### src/rtl/add_acc_pipe.sv
// add_acc_pipe: two-stage pipelined unsigned adder with valid tagging.
//   mode 0: pairwise a+b, result on sum/cout with a one-cycle out_valid pulse.
//   mode 1: ACC_LEN consecutive a+b results are summed into acc_out,
//           with a one-cycle acc_valid pulse per completed window.
// Ports:
//   ck, rst_n            clock (rising edge), async active-low reset
//   in_valid, a, b, mode input sample and its mode
//   clr                  synchronous accumulator/window clear (stage 2)
//   out_valid, sum, cout pairwise result
//   acc_valid, acc_out   window total
//   busy                 a partial window is held
module add_acc_pipe #(
  parameter int unsigned WIDTH   = 4,
  parameter int unsigned ACC_LEN = 3,
  localparam int unsigned ACC_W  = WIDTH + 1 + $clog2(ACC_LEN)
) (
  input  logic             ck,
  input  logic             rst_n,
  input  logic             in_valid,
  input  logic [WIDTH-1:0] a,
  input  logic [WIDTH-1:0] b,
  input  logic             mode,
  input  logic             clr,
  output logic             out_valid,
  output logic [WIDTH-1:0] sum,
  output logic             cout,
  output logic             acc_valid,
  output logic [ACC_W-1:0] acc_out,
  output logic             busy
);

  localparam int unsigned PW    = WIDTH + 1;
  localparam int unsigned CNT_W = $clog2(ACC_LEN);
  localparam logic [CNT_W-1:0] LAST = CNT_W'(ACC_LEN - 1);

  logic [PW-1:0]    p;
  logic             p_valid;
  logic             p_mode;
  logic [ACC_W-1:0] acc;
  logic [CNT_W-1:0] cnt;

  // Stage 1: register the raw sum with its valid and mode tags.
  always_ff @(posedge ck or negedge rst_n) begin
    if (!rst_n) begin
      p       <= '0;
      p_valid <= 1'b0;
      p_mode  <= 1'b0;
    end else begin
      p       <= PW'(a) + PW'(b);
      p_valid <= in_valid;
      p_mode  <= mode;
    end
  end

  // Stage 2: pairwise output path, independent of the accumulator.
  always_ff @(posedge ck or negedge rst_n) begin
    if (!rst_n) begin
      out_valid <= 1'b0;
      sum       <= '0;
      cout      <= 1'b0;
    end else begin
      out_valid <= 1'b0;
      if (p_valid && !p_mode) begin
        {cout, sum} <= p;
        out_valid   <= 1'b1;
      end
    end
  end

  // Stage 2: accumulation window; clr wins and discards a coincident
  // mode-1 sample.
  always_ff @(posedge ck or negedge rst_n) begin
    if (!rst_n) begin
      acc       <= '0;
      cnt       <= '0;
      acc_out   <= '0;
      acc_valid <= 1'b0;
    end else begin
      acc_valid <= 1'b0;
      if (clr) begin
        acc <= '0;
        cnt <= '0;
      end else if (p_valid && p_mode) begin
        if (cnt == LAST) begin
          acc_out   <= acc + ACC_W'(p);
          acc_valid <= 1'b1;
          acc       <= '0;
          cnt       <= '0;
        end else begin
          acc <= acc + ACC_W'(p);
          cnt <= cnt + CNT_W'(1);
        end
      end
    end
  end

  assign busy = (cnt != '0);

endmodule
### config.mk
export PLATFORM = sky130hd
export DESIGN_NAME = add_acc_pipe
export DESIGN_NICKNAME = d
export VERILOG_FILES = /design/src/rtl/add_acc_pipe.sv
export SDC_FILE = /design/constraint.sdc
export NUM_CORES = 1
export LEC_CHECK = 0
export BUFFER_PORTS_ARGS = -buffer_cell sky130_fd_sc_hd__buf_2
export CORE_MARGIN = 1.5
export CORE_UTILIZATION = 40
export DETAILED_ROUTE_END_ITERATION = 6
export SKIP_CTS_REPAIR_TIMING = 1
export SLEW_MARGIN = 20
export SYNTH_ARGS = -nofsm -noshare
export SYNTH_HDL_FRONTEND = slang
export SYNTH_SLANG_ARGS = --single-unit
### constraint.sdc
create_clock -name ck -period 4 [get_ports ck]
set_input_delay 0.2 -clock ck [delete_from_list [all_inputs] [get_ports ck]]
set_output_delay 0.2 -clock ck [all_outputs]
set_load 0.05 [all_outputs]
==> metrics.txt <==
status=finished, final reports clean; main combinational cell family by area after synthesis=compound AO/OA/AOI/OAI gates; Simple-Gate Fraction of Synth Area=under 10%; Power Density=458 mW/mm^2; number of nets in the layout=around 160; Clk Tree Root Cell=clkbuf_4; post-synthesis adder-cell area fraction=approximately 11%; first-pass GRT wire length=4360 um; clk sinks=30; Peak Freq=~510 MHz; area growth from synthesis to layout=19.3%; CP Capture Type=register; vias in the first global route=roughly 940; Total GRT Usage=about 15%; slew margin rel.=56.8%; H-tree level count=2; Non-Filler Instances=about 190; Placeable Area=roughly 0.0034 mm^2; slowest stage cell, crit path=dfrtp_1; Routed WL=2370 um; library cells used by synthesis=37; largest net degree at the start of global routing=31; Initial Util=roughly two fifths; detailed placer's ending HPWL=about 1700 um; initial antenna violation count=0; die width=a little over 60 um; layout cell share with drive strength beyond 1=between 30% and 40%; worst hold path class=in -> reg; mux cell area share after synthesis=between 10% and 20%; P_leak=just under 0.9 nW; minimum hold slack=about 0.08 ns; Routed Antenna Nets=0; measured slew at the worst slew-check pin=approximately 0.65 ns; syn_nets=128; WP data required=between 4 and 5 ns; mapped cell area=roughly 0.0014 mm^2; Hold Violations, Final=0; fraction of the mapped netlist area in compound gates=12.2%; via count=934; Critical path buffers and inverters=0; fin crit share=about half; maxcap violations=0; RSZ-0062 raised after global routing=false; DR WL/cell=about 13 um; fin. max-slew vios=0; Crit Path Max Fanout=3; Yosys warnings=0; cell type with the largest total area after synthesis=dfrtp_1; register bit total from synthesis=30; DRC viols=0; # port buffers=27; Starting DRT DRC Count=14; Antenna diodes=0; data arrival time of the worst path=2.20 ns; Core Util, Final=between 40% and 50%; Avg Cell Area, Syn=13.5 um^2; post-synthesis sequential area ratio=between 50% and 60%; CTS tree=yes; clock transition at the registers of the reported paths=roughly 0.10 ns; critical path class=reg -> reg; clk buf depth=2; delay of the slowest critical-path stage=~0.40 ns; top-area cell type share of the netlist area=roughly 53%; Top delay family on crit path=adder cells; Die ar.=between 0.003 and 0.004 mm^2; DR pass1 iterations=4; TritonCTS Buffers=5; worst path cell trace=ha_1 > fa_1 > a21oi_1 > o2bb2ai_1 > xor2_1 > mux2_1; Critical Path Start Type=register; maximum VDD drop=roughly 0.00022 V; Final Skew=roughly 0.013 ns; total negative setup slack=0 ns; Tmin final=about 2.0 ns; cell row count=21; leading post-synthesis cells by cell area=dfrtp_1, ha_1, mux2_2, mux2_1, a22o_1; cell total after placement=between 150 and 200; # IOs=28; total grt overflow=0; vias per std cell=about 5; GPL Wtd Cong=approximately 0.78; xor and xnor area share after synthesis=under 10%; Syn Inst Count=between 100 and 150; Final setup viols=0; Clock Latency Late Sink=approximately 0.33 ns; Die H=about 62 um
registers in the layout (all words and copies together) (netlist names):
register and count:
p_valid 1, sum 4, out_valid 1, acc_valid 1
cnt 2, acc 7, p 5, p_mode 1
acc_out 7, cout 1
logic make-up after synthesis:
group | Yosys count
flip-flops | 30
AO/OA/AOI/OAI | 23
AND/OR/NAND/NOR | 18
multiplexers | 12
adder cells (fa/ha/maj) | 11
XOR/XNOR | 6
buffers and inverters | 4
metal layers:
layer | up-vias | part of all wire [%] | GRT usage (%)
li1 | 444 | - | -
met1 | 461 | 42 | 17.0
met2 | 22 | 50 | 24.3
met3 | 7 | 5.4 | 5.98
met4 | 0 | 2.3 | 6.67
met5 | - | 0 | 0
per-stage QoR:
| stage | cell area, um^2 | setup WS, ns | power (mW) |
|---|---|---|---|
| final | 1680 | 2.03 | 0.769 |
| after CTS | 1650 | 2.02 | 0.777 |
| after global placement | 1580 | 2.08 | 0.580 |
| after detailed placement | 1580 | 2.05 | 0.585 |
| after global routing | 1680 | 1.91 | 0.819 |
| after floorplan | 1410 | 2.18 | 0.528 |
cells in the mapped netlist:
master and n:
nor3b_2 1, o21bai_1 1, nor2b_1 1, o2bb2ai_1 1, inv_1 1, dfrtp_1 30
nand2_1 4, nand3_1 1, xor2_1 4, inv_6 1, a31o_2 1, a21o_1 3
o21a_1 1, xnor2_1 2, a21boi_0 1, a21oi_1 5, o211ai_1 1, nand2_2 1
a211o_1 1, nand2b_1 1, or2_2 1, mux2_2 6, nand3b_1 1, nor2_1 2
buf_6 1, a31oi_1 1, a21o_2 2, fa_1 2, nor3b_1 1, ha_1 9
nand3_2 1, clkbuf_1 1, mux2_1 4, or3_1 1, nand4_1 2, a22o_1 5
mux2_4 2
layout make-up:
class	count	area [um^2]
Sequential cell	30	751
Inverter	2	12.5
Timing Repair Buffer	30	165
Tap cell	46	57.6
Clock buffer	6	51.3
Clock inverter	2	12.5
Fill cell	324	1690
Multi-Input combinational cell	70	628
final timing paths:
kind | from | to | slack (ns) | depth (start not counted)
max | p[0] | acc_out[6] | 2.03 | 6
min | b[0] | p[0] | 0.08 | 2
max reg2reg | p[0] | acc_out[6] | 2.03 | 6
min reg2reg | acc_out[4] | acc_out[4] | 0.49 | 1
max in group asynchronous | rst_n | cnt[1] | 3.15 | 2
min in group asynchronous | rst_n | acc_out[3] | 0.42 | 2
placed cells by master, fill, tap and decap left out, types with 2 or more instances in the layout:
cell type,n
a21o_1,3
a21o_2,2
a21oi_1,5
a22o_1,5
buf_2,27
clkbuf_4,5
dfrtp_1,30
dlygate4sd3_1,3
fa_1,2
ha_1,9
mux2_1,4
mux2_2,6
mux2_4,2
nand2_1,4
nand4_1,2
nor2_1,2
xnor2_1,2
xor2_1,4
where the power goes:
part	leakage, nW	switching, mW	internal (mW)
Clock	0.0343	0.106	0.0844
Sequential	0.385	0.0210	0.339
Combinational	0.447	0.145	0.0729
(Power assumes the default switching activity.)
